### src/rtl/cpu_pipe_pkg.sv
// cpu_pipe_pkg
//   Shared widths and per-boundary payload layouts for the CPU pipeline.
//   The CPU top packs these structs into a pipe_stage_reg data_i and
//   unpacks data_o back into the same type at each stage boundary.
package cpu_pipe_pkg;

  localparam int XLEN       = 32;
  localparam int REG_IDX_W  = 5;
  localparam int WB_CTRL_W  = 3;
  localparam int MEM_CTRL_W = 2;
  localparam int EX_CTRL_W  = 6;

  typedef struct packed {
    logic [XLEN-1:0] pc;
    logic [31:0]     instr;
  } if_id_data_t;

  typedef struct packed {
    logic [XLEN-1:0]      pc_plus4;
    logic [XLEN-1:0]      rs1_val;
    logic [XLEN-1:0]      rs2_val;
    logic [XLEN-1:0]      imm;
    logic [REG_IDX_W-1:0] rd;
  } id_ex_data_t;

  typedef struct packed {
    logic [XLEN-1:0]      alu_res;
    logic [XLEN-1:0]      store_val;
    logic [REG_IDX_W-1:0] rd;
    logic [XLEN-1:0]      pc_plus4;
  } ex_mem_data_t;

  typedef struct packed {
    logic [XLEN-1:0]      dm_rdata;
    logic [XLEN-1:0]      alu_res;
    logic [REG_IDX_W-1:0] rd;
    logic [XLEN-1:0]      pc_plus4;
  } mem_wb_data_t;

  localparam int MEM_WB_DATA_W = $bits(mem_wb_data_t);

endpackage

### src/rtl/pipe_sat_counter.sv
// pipe_sat_counter
//   Up-counter that sticks at all-ones instead of wrapping.
//   clk_i   : clock, rising edge
//   clr_i   : synchronous clear, highest priority
//   en_i    : count enable
//   cnt_o   : current count
module pipe_sat_counter #(
  parameter int CNT_W = 16
) (
  input  logic             clk_i,
  input  logic             clr_i,
  input  logic             en_i,
  output logic [CNT_W-1:0] cnt_o
);

  always_ff @(posedge clk_i) begin
    if (clr_i) begin
      cnt_o <= '0;
    end else if (en_i && (cnt_o != {CNT_W{1'b1}})) begin
      cnt_o <= cnt_o + CNT_W'(1);
    end
  end

endmodule

### src/rtl/pipe_stage_reg.sv
// pipe_stage_reg
//   Reusable inter-stage register with valid/ready handshake and a
//   one-entry skid buffer, so ready_o is purely registered.
//   clk_i        : clock, rising edge
//   rst_i        : synchronous reset, active-high
//   valid_i/ready_o/ctrl_i/data_i : upstream side
//   flush_i      : drop held entries and the incoming beat
//   valid_o/ready_i/ctrl_o/data_o : downstream side
//   stall_cnt_o  : saturating count of cycles with valid_o & ~ready_i
module pipe_stage_reg
  import cpu_pipe_pkg::*;
#(
  parameter int CTRL_W = WB_CTRL_W,
  parameter int DATA_W = MEM_WB_DATA_W,
  parameter int CNT_W  = 16
) (
  input  logic              clk_i,
  input  logic              rst_i,
  input  logic              valid_i,
  output logic              ready_o,
  input  logic [CTRL_W-1:0] ctrl_i,
  input  logic [DATA_W-1:0] data_i,
  input  logic              flush_i,
  output logic              valid_o,
  input  logic              ready_i,
  output logic [CTRL_W-1:0] ctrl_o,
  output logic [DATA_W-1:0] data_o,
  output logic [CNT_W-1:0]  stall_cnt_o
);

  logic              main_valid;
  logic [CTRL_W-1:0] main_ctrl;
  logic [DATA_W-1:0] main_data;
  logic              skid_valid;
  logic [CTRL_W-1:0] skid_ctrl;
  logic [DATA_W-1:0] skid_data;
  logic              in_fire;
  logic              out_fire;

  // Upstream only ever sees the skid occupancy, never ready_i directly.
  assign ready_o  = ~skid_valid;
  assign in_fire  = valid_i & ready_o;
  assign out_fire = main_valid & ready_i;

  always_ff @(posedge clk_i) begin
    if (rst_i) begin
      main_valid <= 1'b0;
      main_ctrl  <= '0;
      main_data  <= '0;
      skid_valid <= 1'b0;
      skid_ctrl  <= '0;
      skid_data  <= '0;
    end else if (flush_i) begin
      // Payload registers are left alone so data_o keeps its last value.
      main_valid <= 1'b0;
      skid_valid <= 1'b0;
    end else if (skid_valid) begin
      if (out_fire) begin
        main_valid <= 1'b1;
        main_ctrl  <= skid_ctrl;
        main_data  <= skid_data;
        skid_valid <= 1'b0;
      end
    end else if (in_fire) begin
      if (!main_valid || out_fire) begin
        main_valid <= 1'b1;
        main_ctrl  <= ctrl_i;
        main_data  <= data_i;
      end else begin
        skid_valid <= 1'b1;
        skid_ctrl  <= ctrl_i;
        skid_data  <= data_i;
      end
    end else if (out_fire) begin
      main_valid <= 1'b0;
    end
  end

  assign valid_o = main_valid;
  // A bubble must never carry live control bits downstream.
  assign ctrl_o  = main_valid ? main_ctrl : '0;
  assign data_o  = main_data;

  pipe_sat_counter #(
    .CNT_W (CNT_W)
  ) u_stall_cnt (
    .clk_i (clk_i),
    .clr_i (rst_i),
    .en_i  (main_valid & ~ready_i),
    .cnt_o (stall_cnt_o)
  );

endmodule

### config.mk
export PLATFORM = sky130hd
export DESIGN_NAME = pipe_stage_reg
export DESIGN_NICKNAME = d
export VERILOG_FILES = /design/src/rtl/cpu_pipe_pkg.sv /design/src/rtl/pipe_sat_counter.sv /design/src/rtl/pipe_stage_reg.sv
export SDC_FILE = /design/constraint.sdc
export NUM_CORES = 1
export LEC_CHECK = 0
export BUFFER_PORTS_ARGS = -buffer_cell sky130_fd_sc_hd__clkbuf_2
export CORE_ASPECT_RATIO = 1.1
export CORE_MARGIN = 2
export CORE_UTILIZATION = 48
export DETAILED_ROUTE_END_ITERATION = 10
export PLACE_DENSITY_LB_ADDON = 0.2
export SETUP_SLACK_MARGIN = 0.02
export SLEW_MARGIN = 20
export SYNTH_ARGS = -nofsm -noshare
export SYNTH_HDL_FRONTEND = slang
export SYNTH_SLANG_ARGS = --single-unit
### constraint.sdc
create_clock -name clk_i -period 1.6 [get_ports clk_i]
set_input_delay 0.32 -clock clk_i [delete_from_list [all_inputs] [get_ports clk_i]]
set_output_delay 0.32 -clock clk_i [all_outputs]
set_load 0.01 [all_outputs]
==> flow_summary.yaml, run 1 <==
outcome:
  status: "finished with violations"
  violations: "setup timing"
global_routing:
  grt_max_degree: 78
  grt-ovfl-total: 0
  grt_pass1_wl_um: 38000
  grt_pass1_vias: 7739
  grtUsageTotal_pct: 22.8
  antenna_found_initial: 1
route:
  vias_per_cell: 5.39
  ant_nets: 0
  drtIter0Drc: 369
  first_pass_iters: 4
  drc: 0
  routed_wl_um: 28200
  wl_per_cell_um: 17.8
  num_vias: 8519
place:
  placed_area_sq_mm: 0.0109
  dp_slack_ns: -0.181
  port_buffers: 230
  gp_congestion: 0.799
  dpl.hpwl_um: 14700
worst_hold_path:
  holdCritPathClass: "in -> reg"
timing:
  hold_viol: 0
  setup_viol: 38
  setup_ws_ns: -0.0442
  rsz0062_at_grt: "true"
  post-route-period-util_pct: 103
  worst_slew_pin_slew_ns: 0.496
  finalCriticalPeriod_ns: 1.64
  slew_headroom_pct: 66.9
  max_freq_mhz: 608
  clock_skew_ns: 0.00813
  final_max_slew_viol_count: 0
clocking:
  cts_root_buf: "clkbuf_16"
  cts-buffers-inserted: 23
  cts_tree: "yes"
  insertion_delay_ns: 0.51
  clock_sinks: 226
  hold_buffers: 0
  cts_max_level: 1
  clock_path_buffers: 3
  clk_pin_slew_worst_paths_ns: 0.06
synthesis:
  ys_warn_count: 0
  synth_top_area_cell: "dfxtp_1"
  ys_async_sr_fraction_pct: 0
  synth_top_cell_area_share_pct: 49.2
  dominantRegCellSynth: "dfxtp_1"
  syn_inst: 1025
  synth-seq-cells: 226
  yosys.cell_count.top_type: "dfxtp_1"
  syn_area_per_cell_sq_um: 8.96
  synth_fp_nets: 1135
  yosys-top-cells-area: "dfxtp_1, mux2i_1, nand2_1"
  synthTopCellsByCount: "dfxtp_1, nand2_1, a21oi_1, nor2_1, mux2i_1"
  syn-cell-area_sq_mm: 0.00919
  synth_seq_area_share_pct: 49.2
  synth_edf_count: 0
  synthDistinctLibCells: 39
floorplanning:
  die_w_um: 136
  die_h_um: 149
  die_area_sq_mm: 0.0203
  start_util_pct: 48.4
  io_pins: 231
  core_area_sq_mm: 0.0190
  placementRows: 53
critical_path:
  startpoint_type: "register"
  max_stage_delay_ns: 0.36
  r2r_slack_ns: -0.04
  crit_path_end_kind: "register"
  crit_chain: "nand2b_4, a211oi_4, buf_6, clkbuf_16, buf_8, clkbuf_16, a211oi_1"
  critPathRequiredTime_ns: 1.98
  crit_top_cell: "clkbuf_16"
  worstPathArrival_ns: 2.03
  critPathKind: "reg -> reg"
  worstPathMaxFanout: 6
  cp_slowest_cell: "dfxtp_4"
cells_and_area:
  fillers: 1482
  fin_area_sq_mm: 0.0132
  fin_nets: 1433
  drive_gt1_share_pct: 39.4
  area_delta_synth_final_pct: 43.3
power:
  power.leakage_uw: 0.00505
  powerDensity_mw_per_mm2: 944
  vdd_drop_max_uv: 919
flow_run:
  maxCapViolCount: 0
[flip-flops by register name, summed over array words and instances, names as in the netlist]
signal and flops:
skid_data 101, u_stall_cnt.cnt_o 16, valid_o 1, skid_valid 1, data_o 101, main_ctrl 3
skid_ctrl 3
[placed cells by master (no fill, tap or decap), types with 17 or more instances in the layout]
cell       netlist  layout
a211oi_2        20      48
buf_6           10      19
nand2_1        214     190
a21oi_1        118     102
nor2_1         107      89
clkbuf_2         0     225
nand2_2          0      20
nor2_2           0      17
dfxtp_1        226     219
a211oi_1        86      57
buf_4            9      61
mux2i_1        104     104
clkbuf_16        0      42
[metal layers]
| metal | track usage, % | part of all wire [%] | vias up |
|---|---|---|---|
| met2 | 38.7 | 50 | 260 |
| met5 | 0 | 0 | - |
| met1 | 28.6 | 41 | 4036 |
| met4 | 6.98 | 2.8 | 0 |
| met3 | 5.74 | 7.0 | 54 |
| li1 | - | - | 4169 |
[metrics by stage]
step	TNS [ns]	util [%]	total power [uW]	hold WS [ns]	instances
2_1_floorplan	-1.71	-	6720	0.398	1025
3_3_place_gp	-9.12	57.3	7220	0.441	1481
3_5_place_dp	-13.32	57.3	7240	0.446	1481
4_1_cts	-0.241	62.4	12300	0.0287	1526
5_1_grt	-6.70	69.4	12900	0.0389	1580
6_report	-0.607	69.4	12400	0.0403	1581
[timing repair]
| item | 4_1_cts | 5_1_grt |
|---|---|---|
| setup endpoints to repair | 77 | 231 |
| setup buffers | 5 | 23 |
| gates resized for setup | 23 | 141 |
| pin swaps | 14 | 25 |
| cloned | 6 | 31 |
[worst max-delay path: cells and delay by family (launching register included)]
| family | cells | cell delay (ns) |
|---|---|---|
| AOI/OAI and AO/OA | 2 | 0.37 |
| buffers and inverters | 4 | 0.62 |
| DFF | 1 | 0.36 |
| and+or+nand+nor | 1 | 0.17 |
[final timing paths]
path | to | depth (start not counted) | startpoint
worst max-delay path | data_o[22]$_SDFFE_PP0P_ | 7 | skid_valid$_SDFF_PP0_
worst min-delay path | skid_data[56]$_SDFFE_PP0P_ | 3 | data_i[56]
worst max register to register | data_o[22]$_SDFFE_PP0P_ | 7 | skid_valid$_SDFF_PP0_
worst min register to register | skid_data[73]$_SDFFE_PP0P_ | 2 | skid_data[73]$_SDFFE_PP0P_
[area by class of cell]
class | instances | area [sq um] | area share [%]
diodes | 1 | 2.50 | 0.0190
repair buffers | 356 | 2990 | 22.7
inverters | 2 | 10.0 | 0.0760
multi-input cells | 714 | 4650 | 35.3
clock inverters | 6 | 58.8 | 0.447
flip-flops and latches | 226 | 4540 | 34.5
clock buffers | 29 | 608 | 4.62
well taps | 247 | 309 | 2.35
[where the power goes]
group / internal [uW] / total [uW] / switching, uW
clock network: 2820 / 4960 / 2140
logic: 712 / 1510 / 801
registers: 5830 / 5960 / 122
total: 9360 / 12400 / 3070
[kinds of logic (layout without fill, tap and decap cells)]
kind of cell | count (synthesis) | in the layout | share of synthesized area [%]
DFF | 226 | 226 | 49.2
adders and majority gates | 1 | 1 | 0.136
buffers and inverters | 87 | 393 | 5.09
other | 0 | 1 | 0
AOI/OAI and AO/OA | 241 | 241 | 17.5
muxes | 105 | 105 | 11.5
and+or+nand+nor | 365 | 367 | 16.6
(Power assumes the default switching activity.)
==> run 2, diff against run 1 <==
- PLACE_DENSITY: not set -> 0.77
- PLACE_DENSITY_LB_ADDON: 0.2 -> not set
- clock period: 1.6 -> 1.35 ns (I/O delays scaled with it)
==> flow_summary.yaml, run 2 (synthesized netlist as in run 1, its figures left out) <==
clocking:
  insertion_delay_ns: 0.52
  cts_max_level: 1
  cts_root_buf: "clkbuf_16"
  cts-buffers-inserted: 24
  clk_pin_slew_worst_paths_ns: 0.07
  clock_sinks: 226
  clock_path_buffers: 3
  cts_tree: "yes"
floorplanning:
  core_area_sq_mm: 0.0190
  io_pins: 231
  start_util_pct: 48.4
  die_h_um: 149
  die_w_um: 136
  die_area_sq_mm: 0.0203
  placementRows: 53
route:
  drc: 0
  top_layer_used: "met4"
  first_pass_iters: 5
  num_vias: 9608
  drtIter0Drc: 468
  ant_nets: 0
  wl_met3_um: 2000
  wl_met1_um: 13000
  wl_per_cell_um: 20.0
  wl_met2_um: 17000
  routed_wl_um: 33600
  vias_per_cell: 5.71
power:
  vdd_drop_max_uv: 1030
  clkPwrFrac_pct: 41.5
  power.leakage_uw: 0.00590
  powerDensity_mw_per_mm2: 1070
  comb_power_share_pct: 14.5
  sw_frac_of_total_pct: 25.8
  p_int_uw: 12000
  switchingPower_uw: 4160
  seqPwrFrac_pct: 43.9
cells_and_area:
  area_delta_synth_final_pct: 64.0
  fin_nets: 1528
  final_cell_mix: "clkbuf_2, dfxtp_1, nand2_1"
  drive_gt1_share_pct: 49.9
  final_common_cell: "clkbuf_2"
  final_cells: 1684
global_routing:
  antenna_found_initial: 1
  grt_pass1_vias: 9123
  grtUsageTotal_pct: 26.7
  grt-ovfl-total: 0
  grt_max_degree: 49
  grt_pass1_wl_um: 44100
critical_path:
  cp_slowest_cell: "mux2i_1"
  crit_path_end_kind: "register"
  worstPathArrival_ns: 2.16
  startpoint_type: "register"
  worstPathMaxFanout: 11
  critPathRequiredTime_ns: 1.72
  critPathKind: "reg -> reg"
  crit_chain: "buf_6, buf_16, buf_4, mux2i_1, a211oi_2"
  max_stage_delay_ns: 0.51
outcome:
  violations: "setup timing"
  status: "finished with violations"
timing:
  slew_headroom_pct: 65.0
  clock_skew_ns: 0.0256
  finalCriticalPeriod_ns: 1.79
  rsz0062_at_grt: "true"
  post-route-period-util_pct: 133
  worst_slew_pin_slew_ns: 0.511
  fin_setup_tns_ns: -49.47
  final_max_slew_viol_count: 0
  max_freq_mhz: 558
  setup_viol: 245
  whs_ns: 0.0125
  setup_ws_ns: -0.443
  hold_viol: 0
place:
  dp_slack_ns: -0.317
  gp_congestion: 0.843
  dp.cells: 1506
  port_buffers: 230
  dpl.hpwl_um: 16400
worst_hold_path:
  holdCritPathClass: "in -> reg"
flow_run:
  maxCapViolCount: 0
## run 2: worst max-delay path, delay by kind of cell, from the launching register on
kind | cells | cell delay [ns]
AO/OA/AOI/OAI | 1 | 0.21
buffers and inverters | 3 | 0.53
flip-flops | 1 | 0.37
multiplexers | 1 | 0.51
## run 2: cell type report
type	instances	area, sq um
well taps	247	309
clock buffers	30	674
multi-input cells	713	5400
inverters	2	7.51
repair buffers	451	3980
clock inverters	14	126
diodes	1	2.50
fillers	1055	3900
flip-flops and latches	226	4560
## run 2: routing by layer
layer / vias up / track usage (%)
li1: 4385 / -
met4: 0 / 12.2
met5: - / 0
met2: 407 / 45.8
met1: 4689 / 32.2
met3: 127 / 5.23
## run 2: per-stage QoR
| step | instance area (sq um) | total power, uW | util (%) |
|---|---|---|---|
| 2_1_floorplan | 9960 | 8220 | - |
| 3_3_place_gp | 11800 | 8830 | 62.1 |
| 3_5_place_dp | 11800 | 8880 | 62.1 |
| 4_1_cts | 14000 | 15800 | 73.7 |
| 5_1_grt | 15100 | 16600 | 79.4 |
| 6_report | 15100 | 16100 | 79.4 |
## run 2: power by group through the flow
stage	Combinational, uW	Clock, uW	Sequential (uW)
global route	2480	7060	7100
global placement	1640	0	7190
CTS	2030	6760	7060
finish	2340	6700	7080
detailed placement	1680	0	7200
floorplan	940	0	7280
## run 2: final timing paths
path | start | endpoint | slack (ns) | cells past startpoint
setup reg to reg | skid_valid$_SDFF_PP0_ | data_o[5]$_SDFFE_PP0P_ | -0.44 | 5
hold / removal | data_i[49] | skid_data[49]$_SDFFE_PP0P_ | 0.01 | 3
setup / recovery | skid_valid$_SDFF_PP0_ | data_o[5]$_SDFFE_PP0P_ | -0.44 | 5
hold reg to reg | skid_data[45]$_SDFFE_PP0P_ | skid_data[45]$_SDFFE_PP0P_ | 0.46 | 2
## run 2: what timing repair did
item | CTS | global route
hold buffers | 68 | 1
setup endpoints to repair | 247 | 256
resized for setup | 63 | 184
cloned | 11 | 18
endpoints found under the hold margin | 68 | 1
buffers inserted | 27 | 16
pin swaps | 63 | 108
==> run 3, diff against run 2 <==
- CORE_UTILIZATION: 48 -> 53
- PLACE_DENSITY: 0.77 -> 0.81
- clock period: 1.35 -> 2 ns (I/O delays scaled with it)
==> flow_summary.yaml, run 3 (synthesized netlist as in run 1, its figures left out) <==
global_routing:
  grt_pass1_wl_um: 35600
  grt_pass1_vias: 7600
  met1_usage_pct: 27.7
  grt-ovfl-total: 0
  antenna_found_initial: 0
  grt_max_degree: 79
  globalRouteMet3Util_pct: 6.35
  met2_usage_pct: 40.1
  top_usage_layer: "met2"
  grtUsageTotal_pct: 23.2
worst_hold_path:
  holdPathStages: 2
  holdCritPathClass: "in -> reg"
power:
  power.leakage_uw: 0.00423
  powerDensity_mw_per_mm2: 903
  vdd_drop_max_uv: 672
timing:
  worst_slew_pin_slew_ns: 0.490
  slew_headroom_pct: 67.3
  hold_viol: 0
  rsz0062_at_grt: "false"
  final_max_slew_viol_count: 0
  max_freq_mhz: 548
  fin_setup_tns_ns: 0
  post-route-period-util_pct: 91.2
  clock_skew_ns: 0.0131
  setup_viol: 0
  finalCriticalPeriod_ns: 1.82
  whs_ns: 0.124
floorplanning:
  die_area_sq_mm: 0.0184
  die_h_um: 142
  placementRows: 50
  die_w_um: 130
  io_pins: 231
  start_util_pct: 54.0
  core_area_sq_mm: 0.0170
clocking:
  hold_buffers: 0
  clk_pin_slew_worst_paths_ns: 0.06
  cts_max_level: 1
  cts_tree: "yes"
  cts_root_buf: "clkbuf_16"
  cts-buffers-inserted: 23
  insertion_delay_ns: 0.50
  post_cts_buffers: 0
  clock_path_buffers: 3
  clock_sinks: 226
  cts_resized: 0
route:
  first_pass_iters: 5
  ant_nets: 0
  drtIter0Drc: 386
  num_vias: 7916
  wl_per_cell_um: 15.0
  drc: 0
  routed_wl_um: 22200
  vias_per_cell: 5.37
cells_and_area:
  final_cells: 1473
  final_common_cell: "clkbuf_2"
  utilization_pct: 66.7
  drive_gt1_share_pct: 26.3
  fin_nets: 1334
  area_delta_synth_final_pct: 23.6
  n_antenna_cell: 0
  final_cell_mix: "clkbuf_2, dfxtp_1, nand2_1"
  fillers: 1391
critical_path:
  worstRegToRegCells: 6
  critPathRequiredTime_ns: 1.60
  worstPathMaxFanout: 44
  worstPathArrival_ns: 1.42
  critPathKind: "reg -> out"
  startpoint_type: "register"
  crit_path_end_kind: "output port"
place:
  port_buffers: 230
  dpl.hpwl_um: 14900
  dp.cells: 1433
  gp_congestion: 0.809
flow_run:
  maxCapViolCount: 0
outcome:
  status: "finished clean"
-- run 3: cell types whose count changed in the layout (fill, tap and decap cells not counted), moves of 23 or more --
cell	previous run	this run
a21oi_1	56	118
nand2_1	158	214
nand2_4	32	0
nor2_2	28	0
buf_12	33	10
a211oi_2	102	20
nand2_2	24	0
nor2_1	69	107
a211oi_1	3	85
dlygate4sd3_1	69	0
buf_4	65	19
buf_6	28	1
a21oi_2	62	0
-- run 3: critical path, stage by stage, from the launching register on --
cell      delay [ns]
dfxtp_4         0.40
buf_12          0.28
inv_1           0.07
clkbuf_2        0.13
-- run 3: report_power, final --
group | total, uW | internal, uW | switching, uW
combinational | 921 | 390 | 530
clock | 4570 | 2860 | 1710
sequential | 4760 | 4670 | 92.1
-- run 3: metal layers --
| metal | part of all wire, % | vias to the layer above | wire length [um] |
|---|---|---|---|
| li1 | - | 3978 | - |
| met1 | 42 | 3657 | 9240 |
| met2 | 48 | 235 | 10600 |
| met3 | 7.6 | 46 | 1690 |
| met4 | 2.9 | 0 | 648 |
| met5 | 0 | - | 0 |
-- run 3: metrics by stage --
step / total power, uW / setup WS (ns) / area, sq um
6_report: 10300 / 0.176 / 11400
5_1_grt: 10600 / 0.0972 / 11400
2_1_floorplan: 5370 / 0.231 / 9190
3_3_place_gp: 5750 / 0.156 / 10500
4_1_cts: 10300 / 0.152 / 11400
3_5_place_dp: 5780 / 0.0445 / 10500
-- run 3: final timing paths --
| check | start | endpoint | slack [ns] |
|---|---|---|---|
| min | ready_i | skid_valid$_SDFF_PP0_ | 0.12 |
| min reg2reg | skid_data[87]$_SDFFE_PP0P_ | skid_data[87]$_SDFFE_PP0P_ | 0.45 |
| max | skid_valid$_SDFF_PP0_ | ready_o | 0.18 |
| max reg2reg | u_stall_cnt.cnt_o[1]$_SDFFE_PP0P_ | u_stall_cnt.cnt_o[5]$_SDFFE_PP0P_ | 0.19 |
-- run 3: area by class of cell --
cell class	count	area, sq um	area share (%)
inverters	2	7.51	0.0661
flip-flops and latches	226	4530	39.9
repair buffers	259	1500	13.2
well taps	234	293	2.58
multi-input cells	712	4220	37.2
clock inverters	10	175	1.54
clock buffers	30	632	5.56
